--- src/rtl/alu_seq_if.sv ---
// alu_seq_if: request/response bundle for the handshaked ALU.
//   Request  (master -> slave): in_valid, op, a, b, imm, hw
//   Request  (slave -> master): in_ready
//   Response (slave -> master): out_valid, result, flag_n/z/c/v, op_err
//   Response (master -> slave): out_ready
// The master is the datapath control FSM; the slave is alu_seq.
interface alu_seq_if #(
    parameter int WIDTH = 64,
    parameter int IMM_W = 16,
    parameter int HW_W  = 2
);
    logic             in_valid;
    logic             in_ready;
    logic [3:0]       op;
    logic [WIDTH-1:0] a;
    logic [WIDTH-1:0] b;
    logic [IMM_W-1:0] imm;
    logic [HW_W-1:0]  hw;
    logic             out_valid;
    logic             out_ready;
    logic [WIDTH-1:0] result;
    logic             flag_n;
    logic             flag_z;
    logic             flag_c;
    logic             flag_v;
    logic             op_err;

    modport master (
        output in_valid, op, a, b, imm, hw, out_ready,
        input  in_ready, out_valid, result, flag_n, flag_z, flag_c, flag_v, op_err
    );

    modport slave (
        input  in_valid, op, a, b, imm, hw, out_ready,
        output in_ready, out_valid, result, flag_n, flag_z, flag_c, flag_v, op_err
    );
endinterface

--- src/rtl/alu_seq.sv ---
// alu_seq: handshaked ALU with registered result and N/Z/C/V flags.
// Single-cycle ops (logic, add/sub, MOVK, shifts) complete on the accept
// edge; MUL is an iterative shift-add that takes WIDTH+1 cycles.
// Ports:
//   clk    - clock, rising edge
//   rst_n  - asynchronous active-low reset
//   bus    - alu_seq_if.slave: in_valid/in_ready request handshake carrying
//            op/a/b/imm/hw; out_valid/out_ready response handshake carrying
//            result, flags and op_err.
module alu_seq #(
    parameter int WIDTH = 64,
    parameter int IMM_W = 16,
    parameter int HW_W  = 2
) (
    input  logic     clk,
    input  logic     rst_n,
    alu_seq_if.slave bus
);
    localparam int SH_W   = $clog2(WIDTH);
    localparam int NUM_HW = WIDTH / IMM_W;
    localparam int CNT_W  = $clog2(WIDTH);

    localparam logic [3:0] OP_AND   = 4'd1;
    localparam logic [3:0] OP_ORR   = 4'd2;
    localparam logic [3:0] OP_NOT   = 4'd3;
    localparam logic [3:0] OP_PASSA = 4'd4;
    localparam logic [3:0] OP_PASSB = 4'd5;
    localparam logic [3:0] OP_ADD   = 4'd6;
    localparam logic [3:0] OP_SUB   = 4'd7;
    localparam logic [3:0] OP_MOVK  = 4'd8;
    localparam logic [3:0] OP_LSL   = 4'd9;
    localparam logic [3:0] OP_LSR   = 4'd10;
    localparam logic [3:0] OP_MUL   = 4'd11;

    typedef enum logic [1:0] {
        S_IDLE = 2'd0,
        S_MUL  = 2'd1,
        S_DONE = 2'd2
    } state_t;

    state_t           r_state;
    state_t           w_state_nxt;

    logic [WIDTH-1:0] r_result;
    logic             r_n;
    logic             r_z;
    logic             r_c;
    logic             r_v;
    logic             r_err;

    logic [WIDTH-1:0] r_mcand;
    logic [WIDTH-1:0] r_mplier;
    logic [WIDTH-1:0] r_acc;
    logic [CNT_W-1:0] r_count;

    logic             w_accept;
    logic             w_mul_last;
    logic [WIDTH-1:0] w_mul_step;
    logic [WIDTH:0]   w_add;
    logic [WIDTH:0]   w_sub;
    logic [WIDTH-1:0] w_movk;
    logic [WIDTH-1:0] w_alu_res;
    logic             w_alu_c;
    logic             w_alu_v;
    logic             w_alu_err;

    // Signed overflow on a+b: operands agree in sign, sum does not.
    function automatic logic add_ovf(input logic [WIDTH-1:0] x,
                                     input logic [WIDTH-1:0] y,
                                     input logic [WIDTH-1:0] s);
        return (x[WIDTH-1] == y[WIDTH-1]) && (s[WIDTH-1] != x[WIDTH-1]);
    endfunction

    // Signed overflow on x-y: operands differ in sign, difference differs from x.
    function automatic logic sub_ovf(input logic [WIDTH-1:0] x,
                                     input logic [WIDTH-1:0] y,
                                     input logic [WIDTH-1:0] d);
        return (x[WIDTH-1] != y[WIDTH-1]) && (d[WIDTH-1] != x[WIDTH-1]);
    endfunction

    assign w_accept   = bus.in_valid && (r_state == S_IDLE);
    assign w_mul_last = (r_count == CNT_W'(WIDTH - 1));
    assign w_mul_step = r_mplier[0] ? (r_acc + r_mcand) : r_acc;

    assign bus.in_ready  = (r_state == S_IDLE);
    assign bus.out_valid = (r_state == S_DONE);
    assign bus.result    = r_result;
    assign bus.flag_n    = r_n;
    assign bus.flag_z    = r_z;
    assign bus.flag_c    = r_c;
    assign bus.flag_v    = r_v;
    assign bus.op_err    = r_err;

    // Single-cycle ALU, evaluated straight from the request bus so the
    // result can be captured on the accept edge.
    always_comb begin
        w_alu_res = '0;
        w_alu_c   = 1'b0;
        w_alu_v   = 1'b0;
        w_alu_err = 1'b0;
        w_add     = {1'b0, bus.a} + {1'b0, bus.b};
        w_sub     = {1'b0, bus.a} - {1'b0, bus.b};
        // An out-of-range halfword index matches no slot and leaves b intact.
        w_movk    = bus.b;
        for (int k = 0; k < NUM_HW; k++) begin
            if (int'(bus.hw) == k) begin
                w_movk[k*IMM_W +: IMM_W] = bus.imm;
            end
        end
        case (bus.op)
            OP_AND:   w_alu_res = bus.a & bus.b;
            OP_ORR:   w_alu_res = bus.a | bus.b;
            OP_NOT:   w_alu_res = ~bus.a;
            OP_PASSA: w_alu_res = bus.a;
            OP_PASSB: w_alu_res = bus.b;
            OP_ADD: begin
                w_alu_res = w_add[WIDTH-1:0];
                w_alu_c   = w_add[WIDTH];
                w_alu_v   = add_ovf(bus.a, bus.b, w_add[WIDTH-1:0]);
            end
            OP_SUB: begin
                w_alu_res = w_sub[WIDTH-1:0];
                // The extra bit is the borrow; carry means no borrow.
                w_alu_c   = ~w_sub[WIDTH];
                w_alu_v   = sub_ovf(bus.a, bus.b, w_sub[WIDTH-1:0]);
            end
            OP_MOVK:  w_alu_res = w_movk;
            OP_LSL:   w_alu_res = bus.a << bus.b[SH_W-1:0];
            OP_LSR:   w_alu_res = bus.a >> bus.b[SH_W-1:0];
            OP_MUL:   w_alu_res = '0;
            default:  w_alu_err = 1'b1;
        endcase
    end

    always_ff @(posedge clk or negedge rst_n) begin
        if (!rst_n) begin
            r_state <= S_IDLE;
        end else begin
            r_state <= w_state_nxt;
        end
    end

    always_comb begin
        w_state_nxt = r_state;
        case (r_state)
            S_IDLE: begin
                if (w_accept) begin
                    w_state_nxt = (bus.op == OP_MUL) ? S_MUL : S_DONE;
                end
            end
            S_MUL: begin
                if (w_mul_last) begin
                    w_state_nxt = S_DONE;
                end
            end
            S_DONE: begin
                if (bus.out_ready) begin
                    w_state_nxt = S_IDLE;
                end
            end
            default: w_state_nxt = S_IDLE;
        endcase
    end

    // --- stage boundary: result/flag and multiply registers ---
    always_ff @(posedge clk or negedge rst_n) begin
        if (!rst_n) begin
            r_result <= '0;
            r_n      <= 1'b0;
            r_z      <= 1'b0;
            r_c      <= 1'b0;
            r_v      <= 1'b0;
            r_err    <= 1'b0;
            r_mcand  <= '0;
            r_mplier <= '0;
            r_acc    <= '0;
            r_count  <= '0;
        end else begin
            case (r_state)
                S_IDLE: begin
                    if (w_accept) begin
                        if (bus.op == OP_MUL) begin
                            r_mcand  <= bus.a;
                            r_mplier <= bus.b;
                            r_acc    <= '0;
                            r_count  <= '0;
                        end else begin
                            r_result <= w_alu_res;
                            r_n      <= w_alu_res[WIDTH-1];
                            r_z      <= (w_alu_res == '0);
                            r_c      <= w_alu_c;
                            r_v      <= w_alu_v;
                            r_err    <= w_alu_err;
                        end
                    end
                end
                S_MUL: begin
                    r_acc    <= w_mul_step;
                    r_mcand  <= {r_mcand[WIDTH-2:0], 1'b0};
                    r_mplier <= {1'b0, r_mplier[WIDTH-1:1]};
                    r_count  <= r_count + CNT_W'(1);
                    // The final partial-product add is folded into the
                    // write-back edge so the whole op spans WIDTH+1 edges.
                    if (w_mul_last) begin
                        r_result <= w_mul_step;
                        r_n      <= w_mul_step[WIDTH-1];
                        r_z      <= (w_mul_step == '0);
                        r_c      <= 1'b0;
                        r_v      <= 1'b0;
                        r_err    <= 1'b0;
                    end
                end
                default: ;
            endcase
        end
    end
endmodule
--- src/flat_wrapper.sv ---
// flat-port wrapper written by rule: the top's interface ports become plain ports
module alu_seq_flat 
#(
    parameter int WIDTH = 64,
    parameter int IMM_W = 16,
    parameter int HW_W  = 2
)
  (clk, rst_n, bus_in_valid, bus_op, bus_a, bus_b, bus_imm, bus_hw, bus_out_ready, bus_in_ready, bus_out_valid, bus_result, bus_flag_n, bus_flag_z, bus_flag_c, bus_flag_v, bus_op_err);
  alu_seq_if #(.WIDTH(WIDTH), .IMM_W(IMM_W), .HW_W(HW_W)) bus_i ();
  input  logic clk;
  input  logic rst_n;
  input wire logic [$bits(bus_i.in_valid)-1:0] bus_in_valid;
  input wire logic [$bits(bus_i.op)-1:0] bus_op;
  input wire logic [$bits(bus_i.a)-1:0] bus_a;
  input wire logic [$bits(bus_i.b)-1:0] bus_b;
  input wire logic [$bits(bus_i.imm)-1:0] bus_imm;
  input wire logic [$bits(bus_i.hw)-1:0] bus_hw;
  input wire logic [$bits(bus_i.out_ready)-1:0] bus_out_ready;
  output wire logic [$bits(bus_i.in_ready)-1:0] bus_in_ready;
  output wire logic [$bits(bus_i.out_valid)-1:0] bus_out_valid;
  output wire logic [$bits(bus_i.result)-1:0] bus_result;
  output wire logic [$bits(bus_i.flag_n)-1:0] bus_flag_n;
  output wire logic [$bits(bus_i.flag_z)-1:0] bus_flag_z;
  output wire logic [$bits(bus_i.flag_c)-1:0] bus_flag_c;
  output wire logic [$bits(bus_i.flag_v)-1:0] bus_flag_v;
  output wire logic [$bits(bus_i.op_err)-1:0] bus_op_err;
  assign bus_i.in_valid = bus_in_valid;
  assign bus_i.op = bus_op;
  assign bus_i.a = bus_a;
  assign bus_i.b = bus_b;
  assign bus_i.imm = bus_imm;
  assign bus_i.hw = bus_hw;
  assign bus_i.out_ready = bus_out_ready;
  assign bus_in_ready = bus_i.in_ready;
  assign bus_out_valid = bus_i.out_valid;
  assign bus_result = bus_i.result;
  assign bus_flag_n = bus_i.flag_n;
  assign bus_flag_z = bus_i.flag_z;
  assign bus_flag_c = bus_i.flag_c;
  assign bus_flag_v = bus_i.flag_v;
  assign bus_op_err = bus_i.op_err;
  alu_seq #(.WIDTH(WIDTH), .IMM_W(IMM_W), .HW_W(HW_W)) u_core (.clk(clk), .rst_n(rst_n), .bus(bus_i));
endmodule
--- config.mk ---
export PLATFORM = sky130hd
export DESIGN_NAME = alu_seq_flat
export DESIGN_NICKNAME = d
export VERILOG_FILES = /design/src/rtl/alu_seq_if.sv /design/src/rtl/alu_seq.sv /design/src/flat_wrapper.sv
export SDC_FILE = /design/constraint.sdc
export NUM_CORES = 2
export LEC_CHECK = 0
export BUFFER_PORTS_ARGS = -buffer_cell sky130_fd_sc_hd__buf_2
export CAP_MARGIN = 20
export CORE_MARGIN = 2
export CORE_UTILIZATION = 45
export CTS_CLUSTER_DIAMETER = 40
export CTS_CLUSTER_SIZE = 10
export DETAILED_ROUTE_END_ITERATION = 16
export PLACE_DENSITY = 0.68
export SLEW_MARGIN = 20
export SYNTH_ARGS = -nofsm -noshare
export SYNTH_HDL_FRONTEND = slang
export SYNTH_SLANG_ARGS = --single-unit
--- constraint.sdc ---
create_clock -name clk -period 5.15 [get_ports clk]
set_input_delay 0.2575 -clock clk [delete_from_list [all_inputs] [get_ports clk]]
set_output_delay 0.2575 -clock clk [all_outputs]
set_load 0.02 [all_outputs]
======== Word level (Yosys, flattened, before mapping) ========
Cells that the tools add are included.
cells by class
  equality and inequality tests ........... 26
  bitwise logic cells ..................... 4
  add/sub/neg operators ................... 4
  shift-type cells ........................ 2
  multiplexer cells ....................... 48
  reduce and logical (&&, ||, !) cells .... 12
operators by type and width
  cell                   number
  $mux W64               10
  $pmux W64 S10          1
  $pmux W64 S2           4
  $logic_not A64 Y1      2
  $add A64 B64 Y65       1
  $sub A64 B64 Y65       1
  $add A64 B64 Y64       1
  $and A64 B64 Y64       1
  $mux W16               4
  $not A64 Y64           1
  $or A64 B64 Y64        1
  $shl A64 B6 Y64        1
  $shr A64 B6 Y64        1
  $eq A4 B3 Y1 const B   4
  $eq A4 B4 Y1 const B   4
  $mux W1                14
  $pmux W1 S2            7
  $mux W6                2
  $pmux W6 S2            1
  $reduce_or A10 Y1      1
  $eq A4 B2 Y1 const B   2
  $mux W2                4
  $add A6 B1 Y6 const B  1
  $eq A2 B2 Y1 const B   3
  other kinds (14)       24
word-level totals
  flip-flop bits (word level) ............. 269
  output and inout bits ................... 71
  input bits .............................. 154
  word-level logic and storage cells ...... 107

======== Longest topological paths before layout ========
  word-level depth ........................ 7
  gate-level depth with buffers ........... 23
  gate-level depth less buffers ........... 18

======== Worst setup path before layout ========
Ideal clock, no wire load.
  kind .................................... input port to flip-flop
  from .................................... in bus_b[3]
  to ...................................... reg u_core.r_z, in the netlist u_core.bus.flag_z
  cell stages on the path ................. 22
  data required time ...................... 5.084 ns
  buffers on the path ..................... 7
  setup slack ............................. -0.226 ns
  library setup time ...................... 0.066 ns
  arrival ................................. 5.310 ns
  path through ............................ buf_2 clkinv_1 buf_2 buf_2 buf_1 clkbuf_1 clkbuf_1 ha_1 clkbuf_1 o2111ai_1 a2111oi_0 o31ai_1 a211oi_1 o21a_1 nor2_1 a221o_1 a211o_1 nor4_1 nand4_1 nor4_2 a32oi_1 nand2_1
on the way
  longest elaborated chain between the ends .. 6
  elaborated cells between the ends (all ways) .. 12
  those cells by class .................... add/sub (2); shift (2); mux (5); bitwise (2); reduce/logical (1)
ends and longest elaborated chain
  item                                      line                source
  start, declared                           flat_wrapper.sv:15  input wire logic [$bits(bus_i.b)-1:0] bus_b;
  $sub A64 B64 Y65 (tied with other cells)  alu_seq.sv:102      w_sub = {1'b0, bus.a} - {1'b0, bus.b};
  $pmux W64 S10 (*)                         alu_seq.sv:110      case (bus.op)
  $logic_not A64 Y1 (*)                     alu_seq.sv:190      r_z <= (w_alu_res == '0);
  $mux W1 (*)                               alu_seq.sv:182      if (bus.op == OP_MUL) begin
  $mux W1 (*)                               alu_seq.sv:181      if (w_accept) begin
  $pmux W1 S2 (*)                           alu_seq.sv:179      case (r_state)
  end signal, assigned                      alu_seq.sv:190
  end signal, assigned                      alu_seq.sv:207      r_z <= (w_mul_step == '0);
  end, declared                             alu_seq.sv:46       logic r_z;
Mark *: on every way between the ends. The rest lies on a longest branch, timed or not. The select of a mux whose other input is x is not followed.
A chain may end at the register's enable or synchronous reset.

======== Worst setup path after layout ========
  from .................................... in bus_b[18]
  to ...................................... reg u_core.r_z, in the netlist u_core.bus.flag_z
on the way
  longest elaborated chain between the ends .. 6
  elaborated cells between the ends (all ways) .. 10
  those cells by class .................... add/sub (2); mux (5); bitwise (2); reduce/logical (1)
ends and longest elaborated chain
  item                                      line
  $sub A64 B64 Y65 (tied with other cells)  alu_seq.sv:102
  $pmux W64 S10 (*)                         alu_seq.sv:110
  $logic_not A64 Y1 (*)                     alu_seq.sv:190
  $mux W1 (*)                               alu_seq.sv:182
  $mux W1 (*)                               alu_seq.sv:181
  $pmux W1 S2 (*)                           alu_seq.sv:179
Marked as above.

==> summary by stage <==
Floorplanning
roughly 230 I/O pins were placed. The die covers 87030 um^2. The total area inside the core boundary comes to between 80000 and 90000 um^2. After floorplanning, the core was divided into 106 placement rows.

The effective utilization at floorplan is 0.4554. From bottom edge to top edge, the die measures 295.0 um. The die is around 300 um wide.

Clock tree
The count of H-tree levels built during CTS is 2. CTS placed an instance of sky130_fd_sc_hd__clkbuf_16 at the clock tree root. The clock drives 268 sinks. TritonCTS built the clock tree. In this run, CTS created clock tree buffers numbering 47. The insertion delay of the later-clocked pin in the worst-skew pair is 0.64 ns. The clock passes through at most 3 buffers. The post-CTS clock slew at the launch and capture registers of the worst setup and hold paths is ~0.06 ns.

Layout
After routing the design area is between 40000 and 50000 um^2. Fill cells in the final layout number 8032. The final layout contains slightly below 6000 nets.

The layout cell share with drive strength beyond 1 is 0.1879. Compared with the post-synthesis result, the final layout area differs by 18.04%.

Timing
Final hold analysis gives a worst-case slack of 0.03415 ns. The worst-case clock skew is 0.04637 ns. The post-route minimum period is 4.935 ns. The post-route setup TNS is 0 ns. The final number of max-transition violations was 0.

Timing would allow up to 202.7 MHz. At the pin with the least slew margin, the transition time is 1.213 ns. Dividing the final minimum period by the clock period gives 0.9582. The final-report hold violation count is 0.

Setup violations remaining at the end of the flow were counted as 0. Setup repair after global routing left no endpoint under its margin. Headroom to the max-slew limit came out at 0.1828.

Global route
The global-route usage over all layers is 0.5142. The largest net degree at the start of global routing is 121. The number of antenna violations at the first check in global routing was 14. The most crowded layer after global routing is met2. The met1 layer usage reported by global route is 0.6557. The first-pass GRT wire length is 321500 um. In the global route stage, met3 resource usage came out at 0.2086. The number of global-route vias before repair came to 43960. After global routing the overflow that remains totals 0.

In the global route stage, met2 resource usage came out at 0.7172.

Worst setup path
The peak fanout along the critical path is 9. The type of origin of the critical path is an input pin. The element type at the critical path end is a register. The critical path in this run is classified as input pin to register. For the worst setup path, the data required time is 5.73 ns. Data on the critical path arrives at its endpoint at roughly 5.5 ns.

Logic synthesis
The most area-hungry cell type in the Yosys netlist is sky130_fd_sc_hd__dfrtp_1. Synthesis inferred 268 register bits. The number of synthesized flops with an enable pin is 0.

The commonest cells after synthesis are sky130_fd_sc_hd__nand2_1 (661), sky130_fd_sc_hd__nor2_1 (542), sky130_fd_sc_hd__a21oi_1 (422). The fraction of synthesis flops using an asynchronous set or reset pin is 1.000. In the synthesized netlist the dominant register cell turns out to be sky130_fd_sc_hd__dfrtp_1. The area of the mapped netlist is between 30000 and 40000 um^2.

The share of Yosys cell area claimed by the top area cell type is 0.1760. A synthesized cell averages 7.407 um^2. By area the synthesized netlist is led by sky130_fd_sc_hd__dfrtp_1 (18%), sky130_fd_sc_hd__ha_1 (8.9%), sky130_fd_sc_hd__nand2_1 (6.5%).

The proportion of synthesized chip area in sequential cells is 0.1760. The number of warning messages in the yosys log is 0. Yosys mapped the design onto 95 distinct sky130hd cell types. By instance count, the leading cell after synthesis is sky130_fd_sc_hd__nand2_1. The gate count of the mapped netlist is 5145.

Counting every net in the synthesized netlist gives 5574.

Routing
After detailed routing, the number of remaining DRC violations is 0. The average detailed-routed wire length per instance is between 30 and 40 um. The first routing iteration left 7227 violations. The wire length after detailed routing is 230900 um. Dividing the detail-routed via count by the number of cells gives around 7.1. The total via count in the routed design is 47300. The number of detailed-routing iterations run before antenna repair is 9. The count of nets left with antenna violations after detail routing is 0.

Placement
The post-placement cell area is 42830 um^2. The count of buffers added on input and output ports is 224. Routability-driven placement finished with a final weighted congestion of 1.139. Summed over all nets, the half-perimeter wirelength after detailed placement is between 150000 and 200000 um.

Pwr
The total power density per cell area is 452.4 nW/um^2. For this design the static power due to leakage is 19.86 nW. VDD sags by at most 0.0004041 V.

Status
The flow ran to the end, and the final reports show no timing, DRC or antenna violations.

Flow run
The max capacitance violation total is 0.

Min path
The tightest min-delay check is of the input pin to register type.
## report_power, final
| group | internal, W | leakage, nW | switching, W |
|---|---|---|---|
| Combinational | 0.00483 | 15.9 | 0.00817 |
| Clock | 0.00223 | 0.831 | 0.00122 |
| Sequential | 0.00304 | 3.18 | 0.000862 |
## worst paths after layout
check | from | end | slack, ns | cells after the start
max in group asynchronous | rst_n | u_core.r_mplier[0] | 3.56 | 3
max | bus_b[18] | u_core.bus.flag_z | 0.22 | 19
max reg2reg | u_core.r_mcand[3] | u_core.bus.flag_z | 0.30 | 16
min | bus_b[14] | u_core.r_mplier[14] | 0.03 | 3
min reg2reg | u_core.bus.result[20] | u_core.bus.result[20] | 0.47 | 1
min in group asynchronous | rst_n | u_core.r_acc[60] | 0.31 | 2
## state kept, by name (all words and copies together), names as in the netlist
register	flops
u_core.bus.flag_v	1
u_core.r_mcand	64
u_core.r_mplier	64
u_core.bus.op_err	1
u_core.r_acc	64
u_core.r_state	2
u_core.r_count	6
u_core.bus.flag_z	1
u_core.bus.flag_n	1
u_core.bus.flag_c	1
u_core.bus.result	63
## cell usage in the layout, fill, tap and decap left out, types with 35 or more instances in the layout
master and count:
sky130_fd_sc_hd__buf_2 220, sky130_fd_sc_hd__o22ai_1 55, sky130_fd_sc_hd__nor3_1 81, sky130_fd_sc_hd__mux2i_1 193
sky130_fd_sc_hd__xnor2_1 57, sky130_fd_sc_hd__nand2b_1 41, sky130_fd_sc_hd__o31ai_1 52, sky130_fd_sc_hd__a21oi_1 421
sky130_fd_sc_hd__o211ai_1 52, sky130_fd_sc_hd__nand2_1 660, sky130_fd_sc_hd__clkbuf_16 48, sky130_fd_sc_hd__mux2_2 75
sky130_fd_sc_hd__a31oi_1 155, sky130_fd_sc_hd__nor2_1 539, sky130_fd_sc_hd__nand3_1 100, sky130_fd_sc_hd__buf_4 475
sky130_fd_sc_hd__mux4_2 102, sky130_fd_sc_hd__nand4_1 66, sky130_fd_sc_hd__a211oi_1 91, sky130_fd_sc_hd__o21bai_1 56
sky130_fd_sc_hd__nor2b_1 38, sky130_fd_sc_hd__a22o_1 35, sky130_fd_sc_hd__ha_1 272, sky130_fd_sc_hd__a21o_1 69
sky130_fd_sc_hd__a221oi_1 47, sky130_fd_sc_hd__nor4_1 58, sky130_fd_sc_hd__dlygate4sd3_1 38, sky130_fd_sc_hd__inv_1 228
sky130_fd_sc_hd__a22oi_1 61, sky130_fd_sc_hd__o21ai_0 314, sky130_fd_sc_hd__o221ai_1 63, sky130_fd_sc_hd__dfrtp_1 267
## critical path, stage by stage
cell and delay, ns:
sky130_fd_sc_hd__dlygate4sd3_1 0.52, sky130_fd_sc_hd__buf_2 0.23, sky130_fd_sc_hd__inv_1 0.10, sky130_fd_sc_hd__ha_1 0.46, sky130_fd_sc_hd__inv_1 0.21, sky130_fd_sc_hd__a21oi_1 0.12
sky130_fd_sc_hd__o31ai_1 0.44, sky130_fd_sc_hd__o21ai_0 0.33, sky130_fd_sc_hd__a22oi_1 0.45, sky130_fd_sc_hd__a31oi_1 0.31, sky130_fd_sc_hd__o21bai_1 0.35, sky130_fd_sc_hd__a2bb2oi_1 0.18
sky130_fd_sc_hd__mux2i_1 0.09, sky130_fd_sc_hd__a211oi_1 0.28, sky130_fd_sc_hd__buf_4 0.19, sky130_fd_sc_hd__or3b_2 0.45, sky130_fd_sc_hd__nor4_2 0.29, sky130_fd_sc_hd__a32oi_1 0.15
sky130_fd_sc_hd__nand2_1 0.10
## stage by stage
stage / total power (W) / setup WS [ns] / cells / util
2_1_floorplan: 0.01170 / 0.02581 / 5145 / -
6_report: 0.02035 / 0.2155 / 6699 / 0.5375
3_3_place_gp: 0.01610 / 0.02035 / 6570 / 0.5118
3_5_place_dp: 0.01621 / -0.07047 / 6570 / 0.5118
4_1_cts: 0.01979 / 0.09436 / 6693 / 0.5367
5_1_grt: 0.02137 / 0.008964 / 6694 / 0.5373
## layer usage
metal | routed length [um] | vias up
li1 | - | 19930
met1 | 86760 | 22730
met2 | 90640 | 3792
met3 | 35220 | 836
met4 | 18190 | 8
met5 | 60 | -
## final cells by class
cell class,instances,area (um^2),share of cell area
Clock inverter,33,478.0,0.01063
Inverter,236,889.6,0.01978
Sequential cell,268,6710,0.1492
Clock buffer,52,1226,0.02726
Multi-Input combinational cell,4222,28890,0.6423
Timing Repair Buffer,749,5356,0.1191
Tap cell,1134,1419,0.03154
Antenna cell,5,12.51,0.0002782
## repair_timing
item,CTS,global route
setup endpoints to repair,0,1
gates resized for setup,0,6
hold buffers,38,0
hold endpoints to repair,155,0
buffers inserted,0,0
## cell families after synthesis
| family | after synthesis | synth area share |
|---|---|---|
| multiplexers | 373 | 0.1341 |
| flip-flops | 268 | 0.1760 |
| AO/OA/AOI/OAI | 1747 | 0.3051 |
| AND/OR/NAND/NOR | 1745 | 0.2059 |
| buffers and inverters | 655 | 0.06921 |
| XOR/XNOR | 82 | 0.01885 |
| adder cells (fa/ha/maj) | 275 | 0.09088 |
No activity file was read; power rests on OpenSTA's default activity.
